--- src/rtl/ghash_seq_pkg.sv ---
// ghash_seq_pkg -- shared definitions for the sequential GHASH engine.
//   BLK_W       : GHASH block width (128)
//   MUL_CYCLES  : cycles taken by one bit-serial GF(2^128) multiply (128)
//   GF_R        : GCM reduction constant, E1 followed by 120 zero bits
//   state_t     : controller state encoding
//   gf_shift_v  : one right-shift step of the multiplicand with reduction
// Feature macro: GHASH_SEQ_LEN_BLOCK_EN (see ghash_seq.sv).
package ghash_seq_pkg;

   localparam int unsigned BLK_W      = 128;
   localparam int unsigned MUL_CYCLES = 128;
   localparam logic [BLK_W-1:0] GF_R  = {8'hE1, 120'd0};

   typedef enum logic [2:0] {
      IDLE,
      WAIT_BLK,
      MUL,
      LEN,
      MUL_LEN,
      DONE
   } state_t;

   // Bit 0 of a GCM block is the vector MSB, so "multiply by x" is a
   // right shift; the bit falling out of vector bit 0 folds back as GF_R.
   function automatic logic [BLK_W-1:0] gf_shift_v(input logic [BLK_W-1:0] v);
      return v[0] ? ((v >> 1) ^ GF_R) : (v >> 1);
   endfunction

endpackage

--- src/rtl/ghash_seq_gf128_mul_serial.sv ---
// gf128_mul_serial -- bit-serial GF(2^128) multiplier, GCM convention.
// Ports:
//   iClk, iRst_n : clock, synchronous active-low reset
//   i_start      : one-cycle pulse; i_x and i_h are captured on this edge
//   i_x          : operand X (bit 0 = MSB)
//   i_h          : operand H (bit 0 = MSB)
//   o_z          : product X*H, valid while o_done is high and held after
//   o_done       : one-cycle pulse exactly MUL_CYCLES cycles after i_start
module gf128_mul_serial
   import ghash_seq_pkg::*;
(
   input  logic             iClk,
   input  logic             iRst_n,
   input  logic             i_start,
   input  logic [BLK_W-1:0] i_x,
   input  logic [BLK_W-1:0] i_h,
   output logic [BLK_W-1:0] o_z,
   output logic             o_done
);

   localparam int unsigned CNT_W = $clog2(MUL_CYCLES);

   logic [BLK_W-1:0] r_z;
   logic [BLK_W-1:0] r_v;
   logic [BLK_W-1:0] r_x;
   logic [CNT_W-1:0] r_cnt;
   logic             r_run;
   logic             r_done;

   // The first X bit is consumed on the start edge itself, so the last of
   // the 128 bits lands on the edge that raises r_done, 128 cycles after
   // the start cycle, and the product is ready for the caller's next edge.
   always_ff @(posedge iClk) begin
      if (!iRst_n) begin
         r_z    <= '0;
         r_v    <= '0;
         r_x    <= '0;
         r_cnt  <= '0;
         r_run  <= 1'b0;
         r_done <= 1'b0;
      end else begin
         r_done <= 1'b0;
         if (i_start) begin
            r_z   <= i_x[BLK_W-1] ? i_h : '0;
            r_v   <= gf_shift_v(i_h);
            r_x   <= i_x << 1;
            r_cnt <= CNT_W'(1);
            r_run <= 1'b1;
         end else if (r_run) begin
            if (r_x[BLK_W-1]) begin
               r_z <= r_z ^ r_v;
            end
            r_v   <= gf_shift_v(r_v);
            r_x   <= r_x << 1;
            r_cnt <= r_cnt + 1'b1;
            if (r_cnt == CNT_W'(MUL_CYCLES - 1)) begin
               r_run  <= 1'b0;
               r_done <= 1'b1;
            end
         end
      end
   end

   assign o_z    = r_z;
   assign o_done = r_done;

endmodule

--- src/rtl/ghash_seq.sv ---
// ghash_seq -- sequential GHASH engine (GCM authentication hash).
// Computes Y = GHASH_H(blocks [|| len block]) one block per 129 cycles
// using the bit-serial multiplier gf128_mul_serial.
// Ports:
//   iClk, iRst_n       : clock, synchronous active-low reset
//   iStart, iNo_data   : begin a computation (optionally with no data blocks)
//   iHashkey           : H, latched on iStart
//   iData, iData_valid, iData_last, oData_ready : block stream handshake
//   iLen_aad, iLen_ct  : bit lengths forming the final length block
//   oTag, oTag_valid   : result and its one-cycle strobe; oTag holds
//   oBusy              : high whenever not IDLE
// Macro GHASH_SEQ_LEN_BLOCK_EN: when defined the engine appends the
// {iLen_aad, iLen_ct} block itself (LEN / MUL_LEN states). When undefined
// the length inputs are unused and the caller sends the length block as
// the last data block.
module ghash_seq
   import ghash_seq_pkg::*;
(
   input  logic         iClk,
   input  logic         iRst_n,
   input  logic         iStart,
   input  logic [127:0] iHashkey,
   input  logic         iNo_data,
   input  logic [127:0] iData,
   input  logic         iData_valid,
   input  logic         iData_last,
   output logic         oData_ready,
   input  logic [63:0]  iLen_aad,
   input  logic [63:0]  iLen_ct,
   output logic [127:0] oTag,
   output logic         oTag_valid,
   output logic         oBusy
);

   state_t           r_state;
   logic [BLK_W-1:0] r_h;
   logic [BLK_W-1:0] r_y;
   logic             r_last;
   logic [BLK_W-1:0] r_tag;
   logic             r_tag_valid;
   logic             r_ready;
   logic             r_busy;

   logic             w_hs;
   logic             w_mul_start;
   logic [BLK_W-1:0] w_mul_x;
   logic [BLK_W-1:0] w_mul_z;
   logic             w_mul_done;

   assign w_hs = (r_state == WAIT_BLK) && iData_valid;

   // The multiplier is started combinationally in the handshake (or LEN)
   // cycle so its first bit step coincides with the state change edge.
   always_comb begin
      w_mul_start = w_hs;
      w_mul_x     = r_y ^ iData;
`ifdef GHASH_SEQ_LEN_BLOCK_EN
      if (r_state == LEN) begin
         w_mul_start = 1'b1;
         w_mul_x     = r_y ^ {iLen_aad, iLen_ct};
      end
`endif
   end

`ifndef GHASH_SEQ_LEN_BLOCK_EN
   logic w_unused_len;
   assign w_unused_len = ^{iLen_aad, iLen_ct};
`endif

   gf128_mul_serial u_mul (
      .iClk    (iClk),
      .iRst_n  (iRst_n),
      .i_start (w_mul_start),
      .i_x     (w_mul_x),
      .i_h     (r_h),
      .o_z     (w_mul_z),
      .o_done  (w_mul_done)
   );

   always_ff @(posedge iClk) begin
      if (!iRst_n) begin
         r_state     <= IDLE;
         r_h         <= '0;
         r_y         <= '0;
         r_last      <= 1'b0;
         r_tag       <= '0;
         r_tag_valid <= 1'b0;
         r_ready     <= 1'b0;
         r_busy      <= 1'b0;
      end else begin
         r_tag_valid <= 1'b0;
         case (r_state)
            IDLE: begin
               if (iStart) begin
                  r_h    <= iHashkey;
                  r_y    <= '0;
                  r_busy <= 1'b1;
                  if (iNo_data) begin
`ifdef GHASH_SEQ_LEN_BLOCK_EN
                     r_state <= LEN;
`else
                     r_state     <= DONE;
                     r_tag       <= '0;
                     r_tag_valid <= 1'b1;
`endif
                  end else begin
                     r_state <= WAIT_BLK;
                     r_ready <= 1'b1;
                  end
               end
            end
            WAIT_BLK: begin
               if (iData_valid) begin
                  r_last  <= iData_last;
                  r_ready <= 1'b0;
                  r_state <= MUL;
               end
            end
            MUL: begin
               if (w_mul_done) begin
                  r_y <= w_mul_z;
                  if (r_last) begin
`ifdef GHASH_SEQ_LEN_BLOCK_EN
                     r_state <= LEN;
`else
                     r_state     <= DONE;
                     r_tag       <= w_mul_z;
                     r_tag_valid <= 1'b1;
`endif
                  end else begin
                     r_state <= WAIT_BLK;
                     r_ready <= 1'b1;
                  end
               end
            end
`ifdef GHASH_SEQ_LEN_BLOCK_EN
            LEN: begin
               r_state <= MUL_LEN;
            end
            MUL_LEN: begin
               if (w_mul_done) begin
                  r_y         <= w_mul_z;
                  r_tag       <= w_mul_z;
                  r_tag_valid <= 1'b1;
                  r_state     <= DONE;
               end
            end
`endif
            DONE: begin
               r_busy  <= 1'b0;
               r_state <= IDLE;
            end
            default: begin
               r_busy  <= 1'b0;
               r_ready <= 1'b0;
               r_state <= IDLE;
            end
         endcase
      end
   end

   assign oData_ready = r_ready;
   assign oBusy       = r_busy;
   assign oTag        = r_tag;
   assign oTag_valid  = r_tag_valid;

endmodule

--- config.mk ---
export PLATFORM = sky130hd
export DESIGN_NAME = ghash_seq
export DESIGN_NICKNAME = d
export VERILOG_FILES = /design/src/rtl/ghash_seq_pkg.sv /design/src/rtl/ghash_seq_gf128_mul_serial.sv /design/src/rtl/ghash_seq.sv
export SDC_FILE = /design/constraint.sdc
export NUM_CORES = 2
export LEC_CHECK = 0
export ABC_CLOCK_PERIOD_IN_PS = 4150
export CAP_MARGIN = 20
export CELL_PAD_IN_SITES_DETAIL_PLACEMENT = 1
export CELL_PAD_IN_SITES_GLOBAL_PLACEMENT = 1
export CORE_AREA = 2 2 356 393
export CTS_CLUSTER_DIAMETER = 200
export DETAILED_ROUTE_END_ITERATION = 12
export DIE_AREA = 0 0 358 395
export PLACE_DENSITY_LB_ADDON = 0.1
export SYNTH_ARGS = -nofsm -noshare
export SYNTH_HDL_FRONTEND = slang
export SYNTH_HIERARCHICAL = 1
export SYNTH_SLANG_ARGS = --single-unit
--- constraint.sdc ---
create_clock -name iClk -period 4.15 [get_ports iClk]
set_input_delay 1.245 -clock iClk [delete_from_list [all_inputs] [get_ports iClk]]
set_output_delay 1.245 -clock iClk [all_outputs]
set_load 0.1 [all_outputs]
==> Word level (Yosys, flattened, before mapping) <==
Index checks and enable logic that the tools add are counted.
{ "classes": {"n_addsub": 1, "eq_ne": 11, "muxes": 43, "n_bitwise": 8, "reduce_logical": 16} }
{ "op_table": {"columns": ["op", "count"], "rows": [
  ["$mux W128", 16],
  ["$pmux W128 S2", 2],
  ["$xor A128 B128 Y128", 2],
  ["$mux W1", 16],
  ["$mux W3", 5],
  ["$ne A2 B2 Y1 const B", 6],
  ["$pmux W3 S3", 1],
  ["$not A3 Y4", 2],
  ["$reduce_and A2 Y1", 4],
  ["$add A7 B1 Y7 const B", 1],
  ["$eq A7 B7 Y1 const B", 1],
  ["$reduce_and A3 Y1", 2],
  ["$reduce_and A6 Y1", 1],
  ["$reduce_bool A2 Y1", 3],
  ["$reduce_and A5 Y1", 1],
  ["$not A1 Y1", 4],
  ["$pmux W1 S2", 2],
  ["$pmux W1 S4", 1],
  ["$reduce_or A2 Y1", 2],
  ["$eq A3 B1 Y1 const B", 1],
  ["$eq A3 B2 Y1 const B", 1],
  ["$eq A3 B3 Y1 const B", 1],
  ["$logic_not A3 Y1", 1],
  ["$reduce_or A3 Y1", 1],
  ["other kinds (2)", 2]
]} }
{ "word_totals": {"reg_bits": 783, "inputBits": 390, "output_inout_bits": 131, "wordCells": 94} }

==> Longest topological paths before layout <==
{ "logic_depth": {"depth_word": 4, "ltp_mapped": 9, "depth_no_buf": 4} }

==> By module <==
The synthesis kept the hierarchy.
{ "by_module_without_submodules": {"columns": ["module", "instances", "cells_per_inst", "area_per_inst_um2", "seq_area_each_um2"], "rows": [
  ["gf128_mul_serial", 1, 2307, 20035.5, 7847.5],
  ["ghash_seq", 1, 1895, 16816.1, 7827.5]
]} }

==> Worst setup path before layout <==
No wires, ideal clock.
{ "synth_timing": {"path_kind": "input to register", "from": "input iData_valid", "to": "register u_mul.r_z[84], in the netlist u_mul/o_z[84]", "arrival_ns": 2.403, "required_time_ns": 4.027, "path_slack_ns": 1.624, "cell_stages": 7, "n_path_buf": 4, "cell_sequence": "and4bb_2 clkbuf_2 buf_4 buf_2 buf_2 a221oi_1 nor2_1"} }
{ "synth_via": {"elab_chain_cells": 3, "elab_cells_between_ends": 5, "cone_classes": "mux: 1; reduce/logical: 4"} }
{ "synth_lines": {"columns": ["element", "line_no", "rtl"], "rows": [
  ["start: declaration", "ghash_seq.sv:25", "input logic iData_valid,"],
  ["$logic_and A1 B1 Y1 (*)", "ghash_seq.sv:50", "assign w_hs = (r_state == WAIT_BLK) && iData_valid;"],
  ["$reduce_bool A2 Y1 (no source line)", null, null],
  ["$reduce_and A2 Y1 (no source line)", null, null],
  ["end signal: assignment", "ghash_seq_gf128_mul_serial.sv:44", "r_z <= i_x[BLK_W-1] ? i_h : '0;"],
  ["end signal: assignment", "ghash_seq_gf128_mul_serial.sv:51", "r_z <= r_z ^ r_v;"],
  ["end: declaration", "ghash_seq_gf128_mul_serial.sv:23", "logic [BLK_W-1:0] r_z;"]
]} }
Mark *: on every way between the ends. The rest lies on a longest branch, timed or not.
A chain may end at the register's enable or synchronous reset.

==> Worst setup path in the final report <==
{ "layout_timing": {"from": "register r_tag[96], in the netlist oTag[96]", "to": "output oTag[96]"} }
{ "layout_rtl": {"columns": ["element", "line_no", "rtl"], "rows": [
  ["start: declaration", "ghash_seq.sv:39", "logic [BLK_W-1:0] r_tag;"],
  ["start signal: assignment", "ghash_seq.sv:127", "r_tag <= w_mul_z;"],
  ["end: declaration", "ghash_seq.sv:30", "output logic [127:0] oTag,"]
]} }
No word-level cell between the ends.

==> results.toml <==
[global_route]
grt_usage_pct = 18.8
grtUsageMet1_pct = 26.2
met2_usage_pct = 29.7
gr-max-usage-layer = "met2"
grt_pass1_wl_um = 208000
antenna_found_initial = 15
grt_max_degree = 172
gr-usage-met3_pct = 3.49
grt.overflow.total = 0
grt_pass1_vias = 32463

[min_path]
hp-class = "reg2reg"
hp-start = "oTag[14]"

[synth]
synth_nets = 4593
netlist_top_cells_count = "dfxtp_1, nand2_1, o21ai_0, mux2i_1, nand4_1"
synth_cell_types = 44
synth_area_um2 = 36900
synth_area_per_cell_um2 = 8.77
ys_seq_area_share_pct = 42.5
synth-main-ff-cell = "dfxtp_1"
synth_edf_count = 0
yosysMostFrequentCell = "dfxtp_1"
synth-seq-cells = 783
post-synth-top-area-cell = "dfxtp_1"
synth_top_area_share_pct = 42.5
async_flop_share_pct = 0
synthCells = 4202
synthTopCellsByArea = "dfxtp_1, mux2i_1, nand2_1, o21ai_0, nand4_1"
yosys_warnings = 6

[timing]
slew_headroom_pct = 20.1
final.setup.tns_ps = 0
timing.hold.ws_ps = 456
tightest_slew_ps = 1200
finalCritPeriodShare_pct = 84.9
final_hold_viol_count = 0
slew_viol_final = 0
finalSetupViolCount = 0
skew_ps = 22.0
rsz0062_at_grt = "no"
post-route-min-period_ps = 3520
layout_setup_ws_ps = 628
max_freq_mhz = 284

[power]
p_comb_share_pct = 10.6
ir_worst_vdd_v = 0.000339
p_leak_nw = 16.3
p_int_mw = 13.9
p_per_area_nw_per_um2 = 417
p_sw_share_pct = 26.6
pwr-share-clk_pct = 47.4
pwr-share-seq_pct = 42.0
power.switching_mw = 5.02

[worst_setup_path]
worst_setup_path_start_kind = "register"
path_cells = "clkdlybuf4s50_1"
cp-end-kind = "primary output"
critical_path_required_ps = 2900
crit_buf_inv = 1
crit_type = "reg2out"
arrival_ps = 2280
rrSetupSlack_ps = 1340
critPathLaunch = "oTag[96]"
path_delay_family = "buffers and inverters"
crit-reg2reg-launch = "r_state[1]"
critPathMaxStageDelay_ps = 1180
cp_slowest_cell = "clkdlybuf4s50_1"
cp_max_fo = 2

[clock_network]
cts_max_level = 3
clock_path_buffers = 3
cts_buffers = 97
clockRootBuffer = "clkbuf_16"
cts_tree = "built"
clk_pin_slew_ps = 60
clk_latency_ps = 690
clock-sinks = 783
ctsResizeCount = 0
hold_buffers = 0
post_cts_buffers = 0

[final_layout]
fillCellCount = 15738
nNetsFinal = 4736
layout-drive-gt1-share_pct = 6.35
fin_area_um2 = 45300
area_growth_pct = 23.0
final_util_pct = 33.0

[die]
initial_core_util_pct = 26.8
io_pins = 521
die-area_um2 = 141000
coreArea_um2 = 137000
fp.dieH_um = 395
die_x_um = 358
rows = 143

[place]
pre_cts_slack_ps = 515
place.port_buffers = 392
place_area_um2 = 42000
place_hpwl_um = 81400
gp_congestion = 0.704

[route]
final_antenna_net_count = 0
drt_iter0_drc = 1641
route.detailed.drc = 0
vias = 31718
wirelength_um = 136000
dr.pass1.iters = 5
via_per_inst = 5.08
routedWlPerCell_um = 21.8

[outcome]
status = "finished, final reports clean"

[flow_run]
maxCapViolations = 0
final timing paths:
kind | end | depth (start not counted)
max | oTag[96] | 1
min | oTag[14] | 2
max reg2reg | r_y[50] | 5
min reg2reg | oTag[14] | 2
registers in the layout, summed over array words and instances (netlist names), 3 cells and up:
register     count
u_mul/o_z      128
u_mul/r_x      127
r_y            128
u_mul/r_v      128
oTag           128
u_mul/r_cnt      7
r_h            128
r_state          3
through the flow:
| step | total power [mW] | std cells |
|---|---|---|
| after global routing | 19.8 | 6239 |
| after global placement | 10.1 | 6058 |
| after floorplan | 9.25 | 4202 |
| after detailed placement | 10.1 | 6058 |
| after CTS | 19.3 | 6238 |
| final | 18.9 | 6240 |
worst min-delay path, cell delays in order, from the launching register on:
cell	delay [ps]
dfxtp_1	310
nand2_1	50
mux2i_1	50
logic make-up after synthesis:
| family | share of synthesized area (%) |
|---|---|
| AO/OA/AOI/OAI | 19.5 |
| buffers and inverters | 5.28 |
| AND/OR/NAND/NOR | 19.0 |
| XOR/XNOR | 3.30 |
| adder cells (fa/ha/maj) | 0.0339 |
| flip-flops | 42.5 |
| multiplexers | 10.4 |
power groups by stage:
| stage | logic [mW] | clock network, mW | registers (mW) |
|---|---|---|---|
| after floorplan | 1.23 | 0 | 8.02 |
| after global placement | 2.03 | 0 | 8.10 |
| after detailed placement | 2.04 | 0 | 8.10 |
| after CTS | 2.05 | 9.32 | 7.94 |
| after global routing | 2.20 | 9.62 | 7.97 |
| final | 2.00 | 8.96 | 7.94 |
layout make-up:
cell class | instances | area [um^2] | area share, %
Multi-Input combinational cell | 3015 | 19300 | 42.6
Clock inverter | 37 | 488 | 1.08
Sequential cell | 783 | 15700 | 34.6
Antenna cell | 2 | 5.00 | 0.0110
Timing Repair Buffer | 448 | 4700 | 10.4
Tap cell | 1812 | 2270 | 5.00
Clock buffer | 143 | 2860 | 6.32
layout by cell type, fill, tap and decap left out, types with 3 or more instances in the layout:
cell / n
nand4_1: 258
buf_4: 43
nand2b_1: 7
a21oi_1: 9
buf_12: 32
mux2i_1: 381
xnor2_1: 7
nor2_1: 135
clkbuf_1: 22
clkbuf_16: 99
nor3_1: 3
a221oi_1: 97
bufinv_16: 10
a21o_1: 129
clkinv_2: 20
nand3_1: 130
a21boi_1: 105
a21boi_0: 151
a221oi_2: 30
nand2_1: 648
and2_1: 251
nor2b_1: 4
a22oi_1: 127
and3_1: 4
dfxtp_4: 4
clkinv_8: 4
clkdlybuf4s50_1: 372
xor2_1: 131
clkbuf_8: 22
dfxtp_1: 779
o21ai_0: 383
layer usage:
metal | vias to the layer above | part of all wire (%)
li1 | 15230 | -
met4 | 18 | 2.0
met1 | 15769 | 48
met3 | 140 | 4.9
met5 | - | 0.085
met2 | 561 | 45
No activity file was read; power rests on OpenSTA's default activity.
